--- src/rtl/window_filter_pkg.sv ---
// window_filter_pkg: mode encodings, width helper and saturation shared by window_filter_pipe
package window_filter_pkg;
   localparam logic [1:0] MODE_LAP = 2'd0;
   localparam logic [1:0] MODE_BOX = 2'd1;
   localparam logic [1:0] MODE_MIN = 2'd2;
   localparam logic [1:0] MODE_MAX = 2'd3;
   function automatic int clog2w(input int n);
      int w;
      w = 0;
      while ((1 << w) < n) w = w + 1;
      return w;
   endfunction
   function automatic logic [31:0] saturate(input logic [31:0] v, input int pix_bit);
      logic [31:0] lim;
      lim = (32'd1 << pix_bit) - 32'd1;
      return (v > lim) ? lim : v;
   endfunction
endpackage

--- src/rtl/window_filter_pipe_tree.sv ---
// window_reduce_tree: balanced combinational tree giving sum (centre excluded), min and max of a window
module window_reduce_tree #(
   parameter int PIX_BIT = 8,
   parameter int K = 9,
   parameter int SW = 13
) (
   input  logic [PIX_BIT*K-1:0] win,
   output logic [SW-1:0] sum_n,
   output logic [PIX_BIT-1:0] min_pix,
   output logic [PIX_BIT-1:0] max_pix
);
   import window_filter_pkg::*;
   localparam int C = (K - 1) / 2;
   localparam int P = 1 << clog2w(K);
   // heap layout: node n has children 2n and 2n+1, leaves start at P; padding leaves are neutral
   always_comb begin
      logic [SW-1:0] s [1:2*P-1];
      logic [PIX_BIT-1:0] lo [1:2*P-1];
      logic [PIX_BIT-1:0] hi [1:2*P-1];
      for (int n = 1; n < 2 * P; n++) begin
         s[n] = '0;
         lo[n] = '1;
         hi[n] = '0;
      end
      for (int n = 0; n < K; n++) begin
         s[P+n] = (n == C) ? '0 : SW'(win[PIX_BIT*n +: PIX_BIT]);
         lo[P+n] = win[PIX_BIT*n +: PIX_BIT];
         hi[P+n] = win[PIX_BIT*n +: PIX_BIT];
      end
      for (int n = P - 1; n >= 1; n--) begin
         s[n] = s[2*n] + s[2*n+1];
         lo[n] = (lo[2*n] < lo[2*n+1]) ? lo[2*n] : lo[2*n+1];
         hi[n] = (hi[2*n] > hi[2*n+1]) ? hi[2*n] : hi[2*n+1];
      end
      sum_n = s[1];
      min_pix = lo[1];
      max_pix = hi[1];
   end
endmodule

--- src/rtl/window_filter_pipe.sv ---
// window_filter_pipe: 3-stage laplacian/box/min/max window filter with valid/ready on both sides.
// Defining WINDOW_FILTER_THRESH_EN adds per-beat thresh_in/thresh_on binarisation of the result.
module window_filter_pipe #(
   parameter int PIX_BIT = 8,
   parameter int MASK_WIDTH = 3,
   parameter int BOX_SHIFT = 3
) (
   input  logic clk,
   input  logic reset,
   input  logic [PIX_BIT*MASK_WIDTH*MASK_WIDTH-1:0] win_in,
   input  logic win_valid,
   output logic win_ready,
   input  logic [1:0] mode_in,
`ifdef WINDOW_FILTER_THRESH_EN
   input  logic [PIX_BIT-1:0] thresh_in,
   input  logic thresh_on,
`else
`endif
   output logic [PIX_BIT-1:0] pix_out,
   output logic pix_valid,
   input  logic pix_ready
);
   import window_filter_pkg::*;
   localparam int K = MASK_WIDTH * MASK_WIDTH;
   localparam int C = (K - 1) / 2;
   localparam int SW = PIX_BIT + clog2w(K) + 1;
   logic s1_v, s2_v;
   logic [PIX_BIT*K-1:0] s1_win;
   logic [1:0] s1_mode, s2_mode;
   logic [SW-1:0] s2_sum, t_sum;
   logic [PIX_BIT-1:0] s2_min, s2_max, s2_cen, t_min, t_max;
   logic s3_ld, s2_adv, s2_ld, s1_adv;
   logic [SW-1:0] cen_w, lap_prod, lap_abs, box_val;
   logic [PIX_BIT-1:0] raw, res;
`ifdef WINDOW_FILTER_THRESH_EN
   logic [PIX_BIT-1:0] s1_thr, s2_thr;
   logic s1_thr_on, s2_thr_on;
`else
`endif
   // a stage moves forward only when the stage after it is empty or moving too
   assign s3_ld = !pix_valid | pix_ready;
   assign s2_adv = s2_v & s3_ld;
   assign s2_ld = !s2_v | s2_adv;
   assign s1_adv = s1_v & s2_ld;
   assign win_ready = !s1_v | s1_adv;
   window_reduce_tree #(.PIX_BIT(PIX_BIT), .K(K), .SW(SW)) u_tree (
      .win(s1_win),
      .sum_n(t_sum),
      .min_pix(t_min),
      .max_pix(t_max)
   );
   always_ff @(posedge clk or negedge reset) begin
      if (!reset) begin
         s1_v <= 1'b0;
         s1_win <= '0;
         s1_mode <= MODE_LAP;
`ifdef WINDOW_FILTER_THRESH_EN
         s1_thr <= '0;
         s1_thr_on <= 1'b0;
`else
`endif
      end else begin
         if (win_ready) s1_v <= win_valid;
         if (win_ready & win_valid) begin
            s1_win <= win_in;
            s1_mode <= mode_in;
`ifdef WINDOW_FILTER_THRESH_EN
            s1_thr <= thresh_in;
            s1_thr_on <= thresh_on;
`else
`endif
         end
      end
   end
   always_ff @(posedge clk or negedge reset) begin
      if (!reset) begin
         s2_v <= 1'b0;
         s2_sum <= '0;
         s2_min <= '0;
         s2_max <= '0;
         s2_cen <= '0;
         s2_mode <= MODE_LAP;
`ifdef WINDOW_FILTER_THRESH_EN
         s2_thr <= '0;
         s2_thr_on <= 1'b0;
`else
`endif
      end else begin
         if (s2_ld) s2_v <= s1_v;
         if (s1_adv) begin
            s2_sum <= t_sum;
            s2_min <= t_min;
            s2_max <= t_max;
            s2_cen <= s1_win[PIX_BIT*C +: PIX_BIT];
            s2_mode <= s1_mode;
`ifdef WINDOW_FILTER_THRESH_EN
            s2_thr <= s1_thr;
            s2_thr_on <= s1_thr_on;
`else
`endif
         end
      end
   end
   // SW is wide enough that (K-1)*cen and the full window sum never wrap
   always_comb begin
      cen_w = SW'(s2_cen);
      lap_prod = SW'(K - 1) * cen_w;
      lap_abs = (s2_sum >= lap_prod) ? s2_sum - lap_prod : lap_prod - s2_sum;
      box_val = (s2_sum + cen_w) >> BOX_SHIFT;
      raw = (s2_mode == MODE_MIN) ? s2_min :
            (s2_mode == MODE_MAX) ? s2_max :
            PIX_BIT'(saturate(32'((s2_mode == MODE_LAP) ? lap_abs : box_val), PIX_BIT));
`ifdef WINDOW_FILTER_THRESH_EN
      res = s2_thr_on ? ((raw >= s2_thr) ? '1 : '0) : raw;
`else
      res = raw;
`endif
   end
   always_ff @(posedge clk or negedge reset) begin
      if (!reset) begin
         pix_valid <= 1'b0;
         pix_out <= '0;
      end else begin
         if (s3_ld) pix_valid <= s2_v;
         if (s2_adv) pix_out <= res;
      end
   end
endmodule

--- config.mk ---
export PLATFORM = sky130hd
export DESIGN_NAME = window_filter_pipe
export DESIGN_NICKNAME = d
export VERILOG_FILES = /design/src/rtl/window_filter_pkg.sv /design/src/rtl/window_filter_pipe_tree.sv /design/src/rtl/window_filter_pipe.sv
export SDC_FILE = /design/constraint.sdc
export NUM_CORES = 1
export LEC_CHECK = 0
export CAP_MARGIN = 20
export CORE_MARGIN = 2
export CORE_UTILIZATION = 42
export DETAILED_ROUTE_END_ITERATION = 6
export DONT_BUFFER_PORTS = 1
export PLACE_DENSITY = 0.68
export SLEW_MARGIN = 20
export SYNTH_ARGS = -nofsm -noshare
export SYNTH_HDL_FRONTEND = slang
export SYNTH_SLANG_ARGS = --single-unit
--- constraint.sdc ---
create_clock -name clk -period 11.55 [get_ports clk]
set_input_delay 2.31 -clock clk [delete_from_list [all_inputs] [get_ports clk]]
set_output_delay 2.31 -clock clk [all_outputs]
set_load 0.03 [all_outputs]
; After elaboration in Yosys (flattened, before gate mapping)
; Cells that the tools add are included.
; W data, S select, Z words.
[op_classes]
addsub = 10
magnitude_cmp = 24
eq_ne = 2
muxes = 27
n_bitwise = 6
reduce_logical = 4
[ops]
columns = operator, n
row1 = $mux W8, 25
row2 = $gt A8 B8 Y1, 8
row3 = $lt A8 B8 Y1, 8
row4 = $add A8 B8 Y9, 3
row5 = $add A13 B13 Y13, 2
row6 = $add A13 B8 Y13, 2
row7 = $mux W13, 2
row8 = $gt A8 B1 Y1 const B, 3
row9 = $lt A8 B8 Y1 const B, 3
row10 = $add A8 B13 Y13, 1
row11 = $ge A13 B11 Y1, 1
row12 = $gt A13 B8 Y1 const B, 1
row13 = $sub A11 B13 Y13, 1
row14 = $sub A13 B11 Y13, 1
row15 = $eq A2 B2 Y1 const B, 2
row16 = $and A1 B1 Y1, 3
row17 = $logic_not A1 Y1, 3
row18 = $or A1 B1 Y1, 3
row19 = $logic_not A2 Y1, 1
[totals]
reg_bits = 124
input_bits = 78
out_inout_bits = 10

; Longest topological paths before layout
; Gate-level depths: netlist of the first run.
[depth]
depth_word = 8
ltp_mapped = 40
mapped_depth_nobuf = 37

; Hierarchy
; A second synthesis of the first run with hierarchy kept.
[unflattened]
hier_cells = 1280
area_unflattened_um2 = 12154.2
[modules_own_cells]
columns = module, instances, cells_each, area_each_um2, seq_area_each_um2
row1 = window_filter_pipe, 1, 503, 6185.9, 3103.0
row2 = window_reduce_tree, 1, 777, 5968.2, 0.0

; Least setup slack after synthesis of the first run
; OpenSTA, ideal clock, no wires.
[synth_timing]
kind = flip-flop to flip-flop
startpoint = register s1_win[1]
endpoint = register s2_min[1]
setup_time_ns = 0.064
t_arrival_ns = 6.661
required_ns = 11.486
setup_slack_ns = 4.825
stages_incl_launch_ff = 33
cell_sequence = dfrtp_1 -> ha_1 -> nor2b_4 -> o211ai_2 -> a21oi_2 -> nor2_1 -> clkbuf_1 -> nor2_1 -> a21oi_1 -> inv_1 -> ha_1 -> nand2_1 -> nor2_1 -> a211oi_1 -> and4_4 -> a21oi_4 -> mux2i_1 -> ha_1 -> a21o_1 -> a21o_1 -> a21oi_1 -> nand2_1 -> o31ai_4 -> mux2_4 -> ha_1 -> a21o_1 -> a21o_1 -> a21oi_1 -> o21ai_0 -> a31oi_2 -> and2_1 -> clkbuf_2 -> a21o_1
[synth_between]
elab_chain_len = 8
[synth_lines]
columns = item, line_no
row1 = from (decl), window_filter_pipe.sv:28  ; logic [PIX_BIT*K-1:0] s1_win;
row2 = from (signal assigned), window_filter_pipe.sv:65  ; s1_win <= win_in;
row3 = $lt A8 B8 Y1, window_filter_pipe_tree.sv:32  ; lo[n] = (lo[2*n] < lo[2*n+1]) ? lo[2*n] : lo[2*n+1];
row4 = $mux W8 (*), window_filter_pipe_tree.sv:32
row5 = $lt A8 B8 Y1, window_filter_pipe_tree.sv:32
row6 = $mux W8 (*), window_filter_pipe_tree.sv:32
row7 = $lt A8 B8 Y1, window_filter_pipe_tree.sv:32
row8 = $mux W8 (*), window_filter_pipe_tree.sv:32
row9 = $lt A8 B8 Y1, window_filter_pipe_tree.sv:32
row10 = $mux W8 (*), window_filter_pipe_tree.sv:32
row11 = to (signal assigned), window_filter_pipe.sv:92  ; s2_min <= t_min;
row12 = to (decl), window_filter_pipe.sv:31  ; logic [PIX_BIT-1:0] s2_min, s2_max, s2_cen, t_min, t_max;
; Mark *: on every way between the ends. The rest lies on a longest branch, timed or not.
; A chain may end at the register's enable or synchronous reset.

; Worst setup path in the final report of the first run
[layout_timing]
startpoint = register s1_win[57]
endpoint = register s2_max[3]
[layout_between]
elab_chain_len = 8
[layout_lines]
columns = item, line_no
row1 = $gt A8 B8 Y1, window_filter_pipe_tree.sv:33  ; hi[n] = (hi[2*n] > hi[2*n+1]) ? hi[2*n] : hi[2*n+1];
row2 = $mux W8 (*), window_filter_pipe_tree.sv:33
row3 = $gt A8 B8 Y1, window_filter_pipe_tree.sv:33
row4 = $mux W8 (*), window_filter_pipe_tree.sv:33
row5 = $gt A8 B8 Y1, window_filter_pipe_tree.sv:33
row6 = $mux W8 (*), window_filter_pipe_tree.sv:33
row7 = $gt A8 B8 Y1, window_filter_pipe_tree.sv:33
row8 = $mux W8 (*), window_filter_pipe_tree.sv:33
row9 = to (signal assigned), window_filter_pipe.sv:93  ; s2_max <= t_max;
row10 = to (decl), window_filter_pipe.sv:31
; Marks and branches as above.

==> flow_summary.yaml, run 1 <==
finish:
  final_cells: 1594
  final_net_count: 1495
  syn_to_final_growth_pct: 7.82
  drive_gt1_frac: 0.123
clock_network:
  holdBufCountCts: 0
  cts_root_buffer: "clkbuf_16"
  clock_path_buffers: 2
  postCtsResizedCells: 0
  cts_tree: "yes"
  post_cts_buffers: 0
  clk_pin_slew_worst_paths_ns: 0.07
  cts_inserted_buffers: 17
  clk_latency_ns: 0.44
  cts_sinks: 123
  htreeDepth: 4
logic_synthesis:
  synth_xor_area_frac: 0.0312
  ys.flop_type: "dfrtp_1"
  muxShareOfSynthArea: 0.156
  synth_compound_area_frac: 0.165
  synth_top_family_by_area: "adder cells"
  synth.net_count: 1506
  ys_top_cells_by_area: "dfrtp_1 (27%), ha_1 (16%), mux2_2 (7.3%)"
  synthCells: 1249
  async_reset_ff_frac: 1.00
  synth_common_cells: "inv_1 (175), ha_1 (151), dfrtp_1 (123)"
  synth_warnings: 0
  yosys.area_share.simple: 0.0976
  ys_seq_area_frac: 0.267
  synth.avg_cell_area_um2: 9.21
  synth_seq_cells: 123
  synthAdderAreaFrac: 0.214
  synth_top_area_cell: "dfrtp_1"
  post_synth_instance_area_um2: 11500
  synth_top_cell_area_share: 0.267
  synth-edff-count: 0
  yosysMostFrequentCell: "inv_1"
  ys_types: 73
detailed_routing:
  vias: 8612
  routed_wire_length_per_instance_um: 18.1
  final_antenna_net_count: 0
  detailedRoute.firstPassIterationCount: 6
  avgViaCountPerCell: 5.40
  drt_iter0_drc: 499
  drc: 0
  wl_mm: 28.9
critical_path:
  crit_fanout: 10
  required_ns: 11.84
  critPathSlowestCell: "a21boi_1"
  crit_buf_inv: 2
  rr_worst_depth: 35
  rrSetupSlack_ns: 3.19
  reg2reg_to: "s2_max[3]"
  cp.arrival_ns: 8.66
  end_kind: "register"
  cp.depth: 35
  crit_family: "compound AO/OA/AOI/OAI gates"
  worstSetupStartpointType: "register"
  path_class: "register to register"
  r2r-start: "s1_win[57]"
  cp_slowest_stage_delay_ns: 0.82
  crit_start: "s1_win[57]"
  endpoint: "s2_max[3]"
grt:
  grt_overflow: 0
  grt_pass1_wl_mm: 46.8
  met2_usage: 0.344
  grt.busiest_layer: "met2"
  grt_max_degree: 124
  globalRouteMet3Util: 0.0292
  grt_pass1_vias: 8679
  antenna_found_initial: 0
  grt_util_met1: 0.289
  grt_usage: 0.209
placed_design:
  routabilityCongestion: 0.907
  port_buffers: 0
  dp_cells: 1560
  hpwl_mm: 22.8
floorplan:
  dieArea_um2: 28700
  num_io_pins: 88
  num_rows: 60
  die_w_um: 170
  start_util: 0.427
  core_area_um2: 27000
  die_h_um: 170
flow_run:
  maxCapViolCount: 0
sta:
  setup_tns_ns: 0
  fmax_mhz: 120
  fin_crit_ns: 8.36
  setup_viol: 0
  relSlewSlack: 0.333
  worst_clock_skew_ns: 0.0216
  hold_viol: 0
  maxSlewViolCount: 0
  finalCritPeriodShare: 0.724
  rsz0062_at_grt: "false"
  worstMarginPinSlew_ns: 1.00
run_status:
  status: "completed"
min_path:
  min_path_type: "register to register"
worst min-delay path, stage by stage (launching register included):
cell     delay [ns]
dfrtp_1        0.35
nand2_1        0.05
nand2_1        0.05
cell usage in the layout, fill, tap and decap left out, types with 3 or more instances in the layout:
cell type,n
a211oi_1,5
a211oi_2,3
a21o_1,23
a21oi_1,116
a21oi_2,4
and2_1,3
and3_1,6
buf_4,3
clkbuf_16,17
clkinvlp_4,3
dfrtp_1,123
fa_1,28
ha_1,151
inv_1,175
inv_6,5
inv_8,5
mux2_2,75
mux2_4,8
mux2i_1,81
nand2_1,71
nand2b_1,9
nand3_1,13
nand4_1,11
nor2_1,86
nor2b_1,15
nor3_1,6
o211a_1,3
o211ai_1,6
o21a_1,13
o21ai_0,54
o21ai_1,15
o21bai_1,17
o22ai_4,3
o31ai_1,3
or3_1,3
xnor2_1,25
xor2_1,16
cell families after synthesis:
kind of cell | count (synthesis)
adders and majority gates | 180
buffers and inverters | 208
AOI/OAI and AO/OA | 293
muxes | 165
DFF | 123
and+or+nand+nor | 239
xor gates and xnor gates | 41
how the worst min path moves through the flow:
stage	from	to	slack (ns)	cells after the start
2_1_floorplan	s1_mode[0]	s2_mode[0]	0.43	2
3_3_place_gp	s1_mode[1]	s2_mode[1]	0.44	2
3_5_place_dp	s1_mode[0]	s2_mode[0]	0.45	2
4_1_cts	s1_mode[0]	s2_mode[0]	0.47	2
5_1_grt	s1_mode[1]	s2_mode[1]	0.50	2
6_report	s1_mode[0]	s2_mode[0]	0.47	2
metrics by stage:
step                hold slack (ns)  cell area, um2  setup WS, ns   util
floorplan                     0.433           11500          4.83      -
global placement              0.445           11800          3.62  0.439
detailed placement            0.452           11800          3.38  0.439
CTS                           0.468           12400          3.34  0.460
global route                  0.500           12400          2.40  0.460
finish                        0.470           12400          3.19  0.460
metal layers:
metal,routed length (um),vias to the layer above,share of wire
li1,-,4275,-
met3,1120,26,0.039
met2,13600,185,0.47
met4,537,0,0.019
met5,0,-,0
met1,13700,4126,0.47
flip-flops by register name (all words and copies together), names as in the netlist:
name       count
s1_win        72
s2_sum        12
pix_out        8
s2_cen         8
s2_max         8
s2_min         8
s1_mode        2
s2_mode        2
pix_valid      1
s1_v           1
s2_v           1
layout make-up:
cell class | count | area [um2]
diodes | 2 | 5.00
clock inverters | 15 | 148
fillers | 2532 | 14500
well taps | 341 | 427
repair buffers | 3 | 22.5
clock buffers | 17 | 425
flip-flops and latches | 123 | 3080
inverters | 175 | 657
multi-input cells | 918 | 7650
Power of run 1 is not shown: default switching activity piles up to over one toggle a cycle in this logic, so the estimate is an artifact.
==> inputs of run 2 (changes only) <==
==> constraint.sdc (replaced) <==
create_clock -name clk -period 7.8 [get_ports clk]
set_input_delay 1.56 -clock clk [delete_from_list [all_inputs] [get_ports clk]]
set_output_delay 1.56 -clock clk [all_outputs]
set_load 0.03 [all_outputs]
==> flow_summary.yaml, run 2 (synthesized netlist as in run 1, its figures left out) <==
critical_path:
  end_kind: "register"
  endpoint: "s2_min[5]"
  rr_worst_depth: 30
  rrSetupSlack_ns: 0.37
  path_class: "register to register"
  reg2reg_to: "s2_min[5]"
  crit_top_cell: "a21o_1"
  r2r-start: "s1_win[61]"
  crit_start: "s1_win[61]"
  critPathSlowestCell: "o31ai_4"
  cp.arrival_ns: 7.79
  required_ns: 8.16
  crit_fanout: 14
  cp_slowest_stage_delay_ns: 0.49
  worstSetupStartpointType: "register"
detailed_routing:
  drt_iter0_drc: 516
  vias: 8870
  detailedRoute.firstPassIterationCount: 5
  drc: 0
  routed_wire_length_per_instance_um: 18.4
  wl_mm: 29.5
  avgViaCountPerCell: 5.54
  final_antenna_net_count: 0
sta:
  hold_viol: 0
  worst_clock_skew_ns: 0.0162
  worstMarginPinSlew_ns: 1.01
  hold_ws_ns: 0.464
  fmax_mhz: 135
  relSlewSlack: 0.326
  fin_crit_ns: 7.43
  maxSlewViolCount: 0
  finalCritPeriodShare: 0.953
  setup_viol: 0
clock_network:
  clk_latency_ns: 0.43
  clock_path_buffers: 2
  cts_sinks: 123
  cts_inserted_buffers: 17
  cts_tree: "yes"
  cts_root_buffer: "clkbuf_16"
  htreeDepth: 4
  clk_pin_slew_worst_paths_ns: 0.06
finish:
  regMostFlops: "s1_win"
  largest_reg_flops: 72
  n_fill_cell: 2543
  mostFrequentLayoutCells: "inv_1 (175), ha_1 (151), dfrtp_1 (122)"
  seqCellArea_um2: 3080
  multi_input_area_um2: 7690
  layout_commonest_cell: "inv_1"
  drive_gt1_frac: 0.136
  final_cells: 1600
  final_net_count: 1503
  top_regs: "s1_win (72), s2_sum (12)"
  diodes: 0
  syn_to_final_growth_pct: 8.59
grt:
  grt_overflow: 0
  grt_max_degree: 124
  grt_pass1_vias: 8934
  grt_usage: 0.212
  antenna_found_initial: 1
  grt_pass1_wl_mm: 47.6
floorplan:
  start_util: 0.427
  dieArea_um2: 28700
  die_h_um: 170
  die_w_um: 170
  core_area_um2: 27000
  num_io_pins: 88
  num_rows: 60
run_status:
  status: "completed"
placed_design:
  port_buffers: 0
  routabilityCongestion: 0.922
  hpwl_mm: 23.4
  dp_cells: 1564
flow_run:
  maxCapViolCount: 0
min_path:
  min_path_type: "register to register"
-- run 2: changes by cell type in the layout (fill, tap and decap cells not counted), sizes merged --
cell / change
bufinv: +1
diode: -2
buf: +8
clkinvlp: +1
clkbuf: +1
inv: -3
-- run 2: stage by stage --
step	setup TNS [ns]	utilization	worst slack (ns)	area [um2]
after floorplan	0	-	1.08	11500
after global placement	0	0.440	0.423	11900
after detailed placement	0	0.440	0.238	11900
after CTS	0	0.461	0.0533	12400
after global routing	-0.00133	0.464	-0.00133	12500
final	0	0.464	0.370	12500
-- run 2: worst min-delay path by stage --
stage | start | to | depth (start not counted)
floorplan | s1_mode[0] | s2_mode[0] | 2
global placement | s1_mode[1] | s2_mode[1] | 2
global route | s1_mode[1] | s2_mode[1] | 2
detailed placement | s1_mode[1] | s2_mode[1] | 2
CTS | s1_mode[1] | s2_mode[1] | 2
finish | s1_mode[1] | s2_mode[1] | 2
-- run 2: worst max-delay path: cells and delay by family, from the launching register on --
family | cells | cell delay [ns]
buf+inv | 3 | 0.35
mux | 2 | 0.73
compound gates | 17 | 3.60
fa+ha+maj | 4 | 1.30
simple gates | 4 | 0.97
flops | 1 | 0.44
-- run 2: layer usage --
metal	track usage	share of wire
met1	0.282	0.46
met2	0.357	0.48
met3	0.0333	0.042
met4	0.0628	0.022
met5	0	0
-- run 2: timing repair --
item	CTS	global route
endpoints found under the setup margin	0	16
gates resized for setup	0	13
buffers inserted	0	4
hold endpoints to repair	0	0
hold buffers	0	0
-- run 2: cell type report --
| class | count | area share |
|---|---|---|
| inverters | 175 | 0.0526 |
| clock buffers | 18 | 0.0343 |
| flip-flops and latches | 123 | 0.246 |
| clock inverters | 14 | 0.0107 |
| repair buffers | 11 | 0.00661 |
| well taps | 341 | 0.0341 |
| multi-input cells | 918 | 0.615 |
Power of run 2 is left out for the same reason.
